File: config.mk
export PLATFORM = sky130hd
export DESIGN_NAME = spi_slave_periph_flat
export DESIGN_NICKNAME = d
export VERILOG_FILES = /design/src/rtl/spi_slave_periph_pkg.sv /design/src/rtl/spi_slave_periph_if.sv /design/src/rtl/spi_slave_sync.sv /design/src/rtl/spi_slave_periph.sv /design/src/flat_wrapper.sv
export SDC_FILE = /design/constraint.sdc
export NUM_CORES = 1
export LEC_CHECK = 0
export CELL_PAD_IN_SITES_DETAIL_PLACEMENT = 0
export CELL_PAD_IN_SITES_GLOBAL_PLACEMENT = 2
export CORE_MARGIN = 3
export CORE_UTILIZATION = 29
export CTS_CLUSTER_DIAMETER = 50
export DETAILED_ROUTE_END_ITERATION = 6
export HOLD_SLACK_MARGIN = 0.06
export PLACE_DENSITY_LB_ADDON = 0.2
export RECOVER_POWER = 50
export REMOVE_ABC_BUFFERS = 1
export SYNTH_ARGS = -nofsm -noshare
export SYNTH_HDL_FRONTEND = slang
export SYNTH_HIERARCHICAL = 1
export SYNTH_SLANG_ARGS = --single-unit
File: constraint.sdc
create_clock -name clk -period 1.63 [get_ports clk]
set_clock_uncertainty 0.2 [all_clocks]
set_input_delay 0.326 -clock clk [delete_from_list [all_inputs] [get_ports clk]]
set_output_delay 0.326 -clock clk [all_outputs]
set_load 0.05 [all_outputs]
File: src/rtl/spi_slave_periph_pkg.sv
// Shared definitions for the SPI target peripheral: register indices, STATUS/CTRL bit
// positions and FSM state encoding.
package spi_slave_periph_pkg;

    typedef enum logic [1:0] {
        REG_CTRL   = 2'd0,
        REG_STATUS = 2'd1,
        REG_RX     = 2'd2,
        REG_TX     = 2'd3
    } reg_idx_e;

    localparam int ST_RXF  = 0;
    localparam int ST_TXE  = 1;
    localparam int ST_OVR  = 2;
    localparam int ST_BUSY = 3;
    localparam int ST_ABT  = 4;
    localparam int ST_UND  = 5;

    localparam int CTRL_EN = 0;
    localparam int CTRL_IE = 7;

    typedef enum logic {
        S_IDLE  = 1'b0,
        S_SHIFT = 1'b1
    } state_e;

endpackage

File: src/rtl/spi_slave_periph_if.sv
// CPU peripheral bus between firmware (master) and the SPI target register file (slave).
interface spi_slave_periph_if;
    logic [7:0] addr;
    logic [7:0] din;
    logic [7:0] dout;
    logic       wr_en;
    logic       rd_en;

    modport master (output addr, output din, output wr_en, output rd_en, input dout);
    modport slave  (input addr, input din, input wr_en, input rd_en, output dout);
endinterface

File: src/rtl/spi_slave_sync.sv
// Two-flop synchronizer for an asynchronous pin with single-cycle rise/fall pulses
// taken from the synchronized level.
module spi_slave_sync #(
    parameter logic RESET_VAL = 1'b0
) (
    input  logic clk,
    input  logic reset,
    input  logic async_in,
    output logic sync_out,
    output logic rise,
    output logic fall
);
    logic meta_p0, sync_p1, prev_p2;

    always_ff @(posedge clk) begin
        if (reset) begin
            meta_p0 <= RESET_VAL;
            sync_p1 <= RESET_VAL;
            prev_p2 <= RESET_VAL;
        end else begin
            meta_p0 <= async_in;
            sync_p1 <= meta_p0;
            prev_p2 <= sync_p1;
        end
    end

    assign sync_out = sync_p1;
    assign rise     = sync_p1 & ~prev_p2;
    assign fall     = ~sync_p1 & prev_p2;
endmodule

File: src/rtl/spi_slave_periph.sv
// SPI mode-0 target peripheral with a 4-register CPU interface; pins are oversampled on clk.
// Optional interrupt output and CTRL.IE are built when SPI_SLAVE_IRQ_EN is defined.
module spi_slave_periph
    import spi_slave_periph_pkg::*;
#(
    parameter int         ADDR_LSB          = 0,
    parameter int         OPT_MEM_ADDR_BITS = 1,
    parameter logic [7:0] DUMMY_BYTE        = 8'hFF
) (
    input  logic               clk,
    input  logic               reset,
    spi_slave_periph_if.slave  bus,
    input  logic               sclk,
    input  logic               mosi,
    input  logic               ss_n,
    output logic               miso,
    output logic               miso_oe
`ifdef SPI_SLAVE_IRQ_EN
    ,
    output logic               irq
`endif
);
    localparam int IDX_W = OPT_MEM_ADDR_BITS + 1;

    logic [IDX_W-1:0] idx;
    logic             unused_addr;
    state_e           state;
    logic             en, rxf, txe, ovr, busy, abt, und, ie;
    logic [7:0]       rx_data, tx_data, shifter, load_byte;
    logic [2:0]       bitcnt;
    logic             sclk_rise, sclk_fall, ss_rise, ss_fall, mosi_s;
    logic             unused_sclk_s, unused_ss_s, unused_mosi_rise, unused_mosi_fall;
    logic             wr_ctrl, wr_status, wr_tx, rd_rx;
    logic             leave, enter, reload, byte_done, abort;

    spi_slave_sync #(.RESET_VAL(1'b0)) u_sync_sclk (
        .clk(clk), .reset(reset), .async_in(sclk),
        .sync_out(unused_sclk_s), .rise(sclk_rise), .fall(sclk_fall));
    spi_slave_sync #(.RESET_VAL(1'b1)) u_sync_ss (
        .clk(clk), .reset(reset), .async_in(ss_n),
        .sync_out(unused_ss_s), .rise(ss_rise), .fall(ss_fall));
    spi_slave_sync #(.RESET_VAL(1'b0)) u_sync_mosi (
        .clk(clk), .reset(reset), .async_in(mosi),
        .sync_out(mosi_s), .rise(unused_mosi_rise), .fall(unused_mosi_fall));

    assign idx         = bus.addr[ADDR_LSB +: IDX_W];
    assign unused_addr = ^bus.addr;

    assign wr_ctrl   = bus.wr_en && (idx == IDX_W'(REG_CTRL));
    assign wr_status = bus.wr_en && (idx == IDX_W'(REG_STATUS));
    assign wr_tx     = bus.wr_en && (idx == IDX_W'(REG_TX));
    assign rd_rx     = bus.rd_en && (idx == IDX_W'(REG_RX));

    // Deselect and disable both end a transfer; mid-byte either one counts as an abort.
    assign leave     = ss_rise || !en;
    assign enter     = (state == S_IDLE) && en && ss_fall;
    assign byte_done = (state == S_SHIFT) && !leave && sclk_rise && (bitcnt == 3'd7);
    assign abort     = (state == S_SHIFT) && leave && (bitcnt != 3'd0);
    assign reload    = enter || ((state == S_SHIFT) && !leave && sclk_fall && (bitcnt == 3'd0));
    assign load_byte = txe ? DUMMY_BYTE : tx_data;

    always_ff @(posedge clk) begin
        if (reset) begin
            state   <= S_IDLE;
            en      <= 1'b0;
            rxf     <= 1'b0;
            txe     <= 1'b1;
            ovr     <= 1'b0;
            busy    <= 1'b0;
            abt     <= 1'b0;
            und     <= 1'b0;
            rx_data <= '0;
            tx_data <= '0;
            shifter <= '0;
            bitcnt  <= '0;
            miso    <= 1'b0;
            miso_oe <= 1'b0;
        end else begin
            case (state)
                S_IDLE: begin
                    miso_oe <= 1'b0;
                    busy    <= 1'b0;
                    bitcnt  <= '0;
                    if (enter) begin
                        state   <= S_SHIFT;
                        miso_oe <= 1'b1;
                        busy    <= 1'b1;
                    end
                end
                S_SHIFT: begin
                    if (leave) begin
                        state   <= S_IDLE;
                        miso_oe <= 1'b0;
                        busy    <= 1'b0;
                        bitcnt  <= '0;
                        miso    <= 1'b0;
                    end else if (sclk_rise) begin
                        shifter <= {shifter[6:0], mosi_s};
                        bitcnt  <= bitcnt + 3'd1;
                    end else if (sclk_fall && (bitcnt != 3'd0)) begin
                        miso <= shifter[7];
                    end
                end
            endcase

            // Load sees the pre-write TXE; a same-cycle TX write below then re-arms TXE=0.
            if (reload) begin
                shifter <= load_byte;
                miso    <= load_byte[7];
                if (!txe) txe <= 1'b1;
                else      und <= 1'b1;
            end

            if (wr_ctrl) en <= bus.din[CTRL_EN];
            if (wr_status) begin
                if (bus.din[ST_OVR]) ovr <= 1'b0;
                if (bus.din[ST_ABT]) abt <= 1'b0;
                if (bus.din[ST_UND]) und <= 1'b0;
            end
            if (rd_rx) rxf <= 1'b0;

            // Flag sets come after clears so a same-cycle set wins.
            if (byte_done) begin
                rx_data <= {shifter[6:0], mosi_s};
                rxf     <= 1'b1;
                if (rxf && !rd_rx) ovr <= 1'b1;
            end
            if (abort) abt <= 1'b1;
            if (wr_tx) begin
                tx_data <= bus.din;
                txe     <= 1'b0;
            end
        end
    end

`ifdef SPI_SLAVE_IRQ_EN
    always_ff @(posedge clk) begin
        if (reset) begin
            ie  <= 1'b0;
            irq <= 1'b0;
        end else begin
            if (wr_ctrl) ie <= bus.din[CTRL_IE];
            irq <= ie & (rxf | ovr | abt);
        end
    end
`else
    assign ie = 1'b0;
`endif

    always_comb begin
        bus.dout = '0;
        case (idx)
            IDX_W'(REG_CTRL): begin
                bus.dout[CTRL_EN] = en;
                bus.dout[CTRL_IE] = ie;
            end
            IDX_W'(REG_STATUS): bus.dout[5:0] = {und, abt, busy, ovr, txe, rxf};
            IDX_W'(REG_RX):     bus.dout = rx_data;
            default:            bus.dout = '0;
        endcase
    end
endmodule

File: src/flat_wrapper.sv
// flat-port wrapper written by rule: the top's interface ports become plain ports
module spi_slave_periph_flat import spi_slave_periph_pkg::*;
#(
    parameter int         ADDR_LSB          = 0,
    parameter int         OPT_MEM_ADDR_BITS = 1,
    parameter logic [7:0] DUMMY_BYTE        = 8'hFF
)
  (clk, reset, sclk, mosi, ss_n, miso, miso_oe, bus_addr, bus_din, bus_wr_en, bus_rd_en, bus_dout);
  spi_slave_periph_if bus_i ();
  input  logic clk;
  input  logic reset;
  input  logic sclk;
  input  logic mosi;
  input  logic ss_n;
  output logic miso;
  output logic miso_oe;
  input wire logic [$bits(bus_i.addr)-1:0] bus_addr;
  input wire logic [$bits(bus_i.din)-1:0] bus_din;
  input wire logic [$bits(bus_i.wr_en)-1:0] bus_wr_en;
  input wire logic [$bits(bus_i.rd_en)-1:0] bus_rd_en;
  output wire logic [$bits(bus_i.dout)-1:0] bus_dout;
  assign bus_i.addr = bus_addr;
  assign bus_i.din = bus_din;
  assign bus_i.wr_en = bus_wr_en;
  assign bus_i.rd_en = bus_rd_en;
  assign bus_dout = bus_i.dout;
  spi_slave_periph #(.ADDR_LSB(ADDR_LSB), .OPT_MEM_ADDR_BITS(OPT_MEM_ADDR_BITS), .DUMMY_BYTE(DUMMY_BYTE)) u_core (.clk(clk), .reset(reset), .bus(bus_i), .sclk(sclk), .mosi(mosi), .ss_n(ss_n), .miso(miso), .miso_oe(miso_oe));
endmodule
==> impl_metrics.xml <==
<?xml version="1.0" encoding="UTF-8"?>
<metrics>
  <group name="global_routing">
    <metric name="globalRouteTotalUtil" unit="">0.1357</metric>
    <metric name="grt_pass1_wl" unit="um">8100</metric>
    <metric name="grt_max_degree" unit="">20</metric>
    <metric name="antenna_found_initial" unit="">0</metric>
    <metric name="vias_in_the_first_global_route" unit="">1585</metric>
    <metric name="overflow" unit="">0</metric>
  </group>
  <group name="worst_setup_path">
    <metric name="crit_chain" unit="">buf_12, inv_6, ha_4, buf_6, a22oi_2, nor2b_4, buf_12</metric>
    <metric name="timing.critical_path.mode_cell" unit="">sky130_fd_sc_hd__buf_12</metric>
    <metric name="r2r.worst_path.cells" unit="">8</metric>
    <metric name="path_class" unit="">input port to output port</metric>
    <metric name="timing.rr.start" unit="">u_core/bitcnt[0]</metric>
    <metric name="critPathCaptureType" unit="">output port</metric>
    <metric name="critical-path-top-delay-family" unit="">buffers and inverters</metric>
    <metric name="critical_path_arrival" unit="ps">1190</metric>
    <metric name="reg2reg_slack" unit="ps">-20</metric>
    <metric name="crit_path_max_incr_delay" unit="ps">230</metric>
    <metric name="crit_slowest_cell" unit="">sky130_fd_sc_hd__a22oi_2</metric>
    <metric name="timing.critical_path.required" unit="ps">1100</metric>
    <metric name="path_max_fanout" unit="">7</metric>
    <metric name="crit_path_start_kind" unit="">input port</metric>
    <metric name="path_buf_inv" unit="">4</metric>
    <metric name="r2r_end" unit="">u_core/rx_data[5]</metric>
  </group>
  <group name="cts">
    <metric name="worst_setup_hold_path_clk_slew" unit="ps">80</metric>
    <metric name="cts-htree-levels" unit="">2</metric>
    <metric name="cts_num_sinks" unit="">44</metric>
    <metric name="cts_inserted_buffers" unit="">5</metric>
    <metric name="clock_insertion_delay_worst_skew" unit="ps">290</metric>
    <metric name="clock_path_buffers" unit="">2</metric>
    <metric name="clock-root-buffer" unit="">sky130_fd_sc_hd__clkbuf_8</metric>
    <metric name="hold_buffers" unit="">0</metric>
    <metric name="tritoncts" unit="">done</metric>
  </group>
  <group name="die">
    <metric name="floorplan.initialDensity" unit="">0.3024</metric>
    <metric name="area_enclosed_by_the_die_boundary" unit="um^2">7714</metric>
    <metric name="fp.dieH" unit="um">87.83</metric>
    <metric name="core_region_area" unit="um^2">6422</metric>
    <metric name="die_width" unit="um">87.83</metric>
    <metric name="std_cell_rows" unit="">29</metric>
    <metric name="io-pin-count" unit="">33</metric>
  </group>
  <group name="synthesis">
    <metric name="netlist_area" unit="um^2">1942</metric>
    <metric name="postSynthAreaPerCell" unit="um^2">8.990</metric>
    <metric name="synth_warnings" unit="">6</metric>
    <metric name="postSynthCellCount" unit="">216</metric>
  </group>
  <group name="min_path">
    <metric name="cell_count_of_the_worst_hold_path" unit="">1</metric>
    <metric name="worst_hold_startpoint" unit="">u_core/u_sync_ss/meta_p0</metric>
    <metric name="worst_hold_path.endpoint" unit="">u_core/u_sync_ss/sync_out</metric>
    <metric name="tightest_hold_check_type" unit="">flip-flop to flip-flop</metric>
  </group>
  <group name="power">
    <metric name="internal_power" unit="mW">1.550</metric>
    <metric name="net-switching-power" unit="uW">480.1</metric>
    <metric name="combinationalPowerShare" unit="">0.110</metric>
    <metric name="leakage" unit="nW">1.104</metric>
    <metric name="worst_ir_drop_vdd" unit="mV">0.2799</metric>
    <metric name="power.clock.fraction" unit="">0.347</metric>
    <metric name="p_seq_frac" unit="">0.543</metric>
    <metric name="pwr_density_cell" unit="nW/um^2">701.4</metric>
    <metric name="power.share.switching" unit="">0.2365</metric>
  </group>
  <group name="layout">
    <metric name="antennaDiodeCount" unit="">0</metric>
    <metric name="num-nets-final" unit="">298</metric>
    <metric name="leading_cell_type_in_the_layout_fill_and_taps_excluded" unit="">sky130_fd_sc_hd__dfxtp_1</metric>
    <metric name="most-common-layout-cells" unit="">39 x sky130_fd_sc_hd__dfxtp_1, 23 x sky130_fd_sc_hd__buf_4, 21 x sky130_fd_sc_hd__nand2_1, 16 x sky130_fd_sc_hd__nor2_1, 15 x sky130_fd_sc_hd__o21ai_0</metric>
    <metric name="finalCoreUtilization" unit="">0.4506</metric>
    <metric name="layout-area-overhead-vs-synth" unit="%">49.03</metric>
    <metric name="post_route_cells_drive_above_1_share" unit="">0.3470</metric>
  </group>
  <group name="timing">
    <metric name="setup_repair_after_global_routing_missed_its_margin" unit="">true</metric>
    <metric name="period_share" unit="">1.053</metric>
    <metric name="finalWorstSetupSlack" unit="ps">-86.70</metric>
    <metric name="timing.fmax" unit="GHz">0.5825</metric>
    <metric name="worst_pin_slew" unit="ps">408.2</metric>
    <metric name="post-route-min-period" unit="ps">1717</metric>
    <metric name="final-hold-violation-count" unit="">0</metric>
    <metric name="final_max_slew_viol_count" unit="">0</metric>
    <metric name="setup_viol" unit="">14</metric>
    <metric name="max_slew_margin_vs_limit" unit="">0.7279</metric>
  </group>
  <group name="routing">
    <metric name="detail_route.vias_per_cell" unit="">4.635</metric>
    <metric name="routed-via-count" unit="">1599</metric>
    <metric name="antenna_violating_nets_post_route" unit="">0</metric>
    <metric name="number_of_search_and_repair_iterations_in_the_first_detailed_routing_pass" unit="">4</metric>
    <metric name="drcViolationCount" unit="">0</metric>
    <metric name="detailedRoute.firstIterationViolations" unit="">58</metric>
    <metric name="route.final.wire_length" unit="um">4875</metric>
    <metric name="route.detailed.wl_per_inst" unit="um">14.13</metric>
  </group>
  <group name="run_status">
    <metric name="run_status" unit="">finished, violations left</metric>
    <metric name="violations" unit="">setup timing</metric>
  </group>
  <group name="place">
    <metric name="gpl.final_weighted_congestion" unit="">0.7263</metric>
    <metric name="post-dp-hpwl" unit="um">3431</metric>
    <metric name="portBuffers" unit="">26</metric>
    <metric name="post-place-ws" unit="ps">-699.9</metric>
  </group>
  <group name="run">
    <metric name="max_capacitance_violation_count" unit="">0</metric>
  </group>
</metrics>
-- flip-flops by register name (all words and copies together) (netlist names), 3 cells and up --
name	flops
u_core/bitcnt	3
u_core/rx_data	8
u_core/shifter	8
u_core/tx_data	8
-- metal layers --
layer / track usage / part of all wire / vias up
met3: 0.03198 / 0.031 / 2
met5: 0 / 0 / -
met2: 0.2068 / 0.43 / 28
li1: - / - / 848
met4: 0.03766 / 0.0059 / 0
met1: 0.1913 / 0.54 / 721
-- worst max-delay path by stage --
stage	cells after the start	to	startpoint	slack, ps
2_1_floorplan	4	bus_dout[3]	bus_addr[0]	-380
3_3_place_gp	6	bus_dout[0]	bus_addr[0]	-650
3_5_place_dp	7	bus_dout[4]	bus_addr[0]	-700
4_1_cts	3	bus_dout[0]	u_core/rx_data[0]	-90
5_1_grt	3	bus_dout[0]	u_core/rx_data[0]	-130
6_report	7	bus_dout[4]	bus_addr[0]	-90
-- worst reg2reg max path, cell delays in order (launching register included) --
cell                        delay [ps]
sky130_fd_sc_hd__dfxtp_2           340
sky130_fd_sc_hd__buf_6             120
sky130_fd_sc_hd__ha_4              160
sky130_fd_sc_hd__ha_4              140
sky130_fd_sc_hd__nand4_1           100
sky130_fd_sc_hd__buf_4             140
sky130_fd_sc_hd__clkbuf_16         140
sky130_fd_sc_hd__mux2i_1           170
sky130_fd_sc_hd__nor2_1             50
-- power groups by stage --
stage	clock network [mW]	registers [mW]	logic (mW)
global route	0.774	1.10	0.241
global placement	0	1.13	0.191
CTS	0.733	1.10	0.221
finish	0.705	1.10	0.223
floorplan	0	1.13	0.0654
detailed placement	0	1.13	0.192
-- layout make-up --
class / count / area [um^2]
Clock buffer: 6 / 82.58
Clock inverter: 2 / 10.01
Fill cell: 619 / 3528
Inverter: 6 / 27.53
Multi-Input combinational cell: 153 / 1161
Sequential cell: 44 / 889.6
Tap cell: 77 / 96.34
Timing Repair Buffer: 57 / 626.9
-- what timing repair did --
item	4_1_cts	5_1_grt
pin swaps	15	10
setup endpoints to repair	29	28
gates cloned	1	0
resized for setup	62	14
buffers inserted	6	1
-- per-stage QoR --
step / TNS [ps] / power, mW / hold WS, ps / area [um^2] / cells
global route: -1907 / 2.121 / 247.5 / 2894 / 345
CTS: -909.6 / 2.056 / 212.0 / 2879 / 345
finish: -497.3 / 2.030 / 211.2 / 2894 / 345
detailed placement: -9792 / 1.321 / 192.6 / 2521 / 330
floorplan: -4877 / 1.193 / 183.2 / 1872 / 203
global placement: -9235 / 1.320 / 185.3 / 2521 / 330
Note: power is estimated with default switching activity, not from simulation.
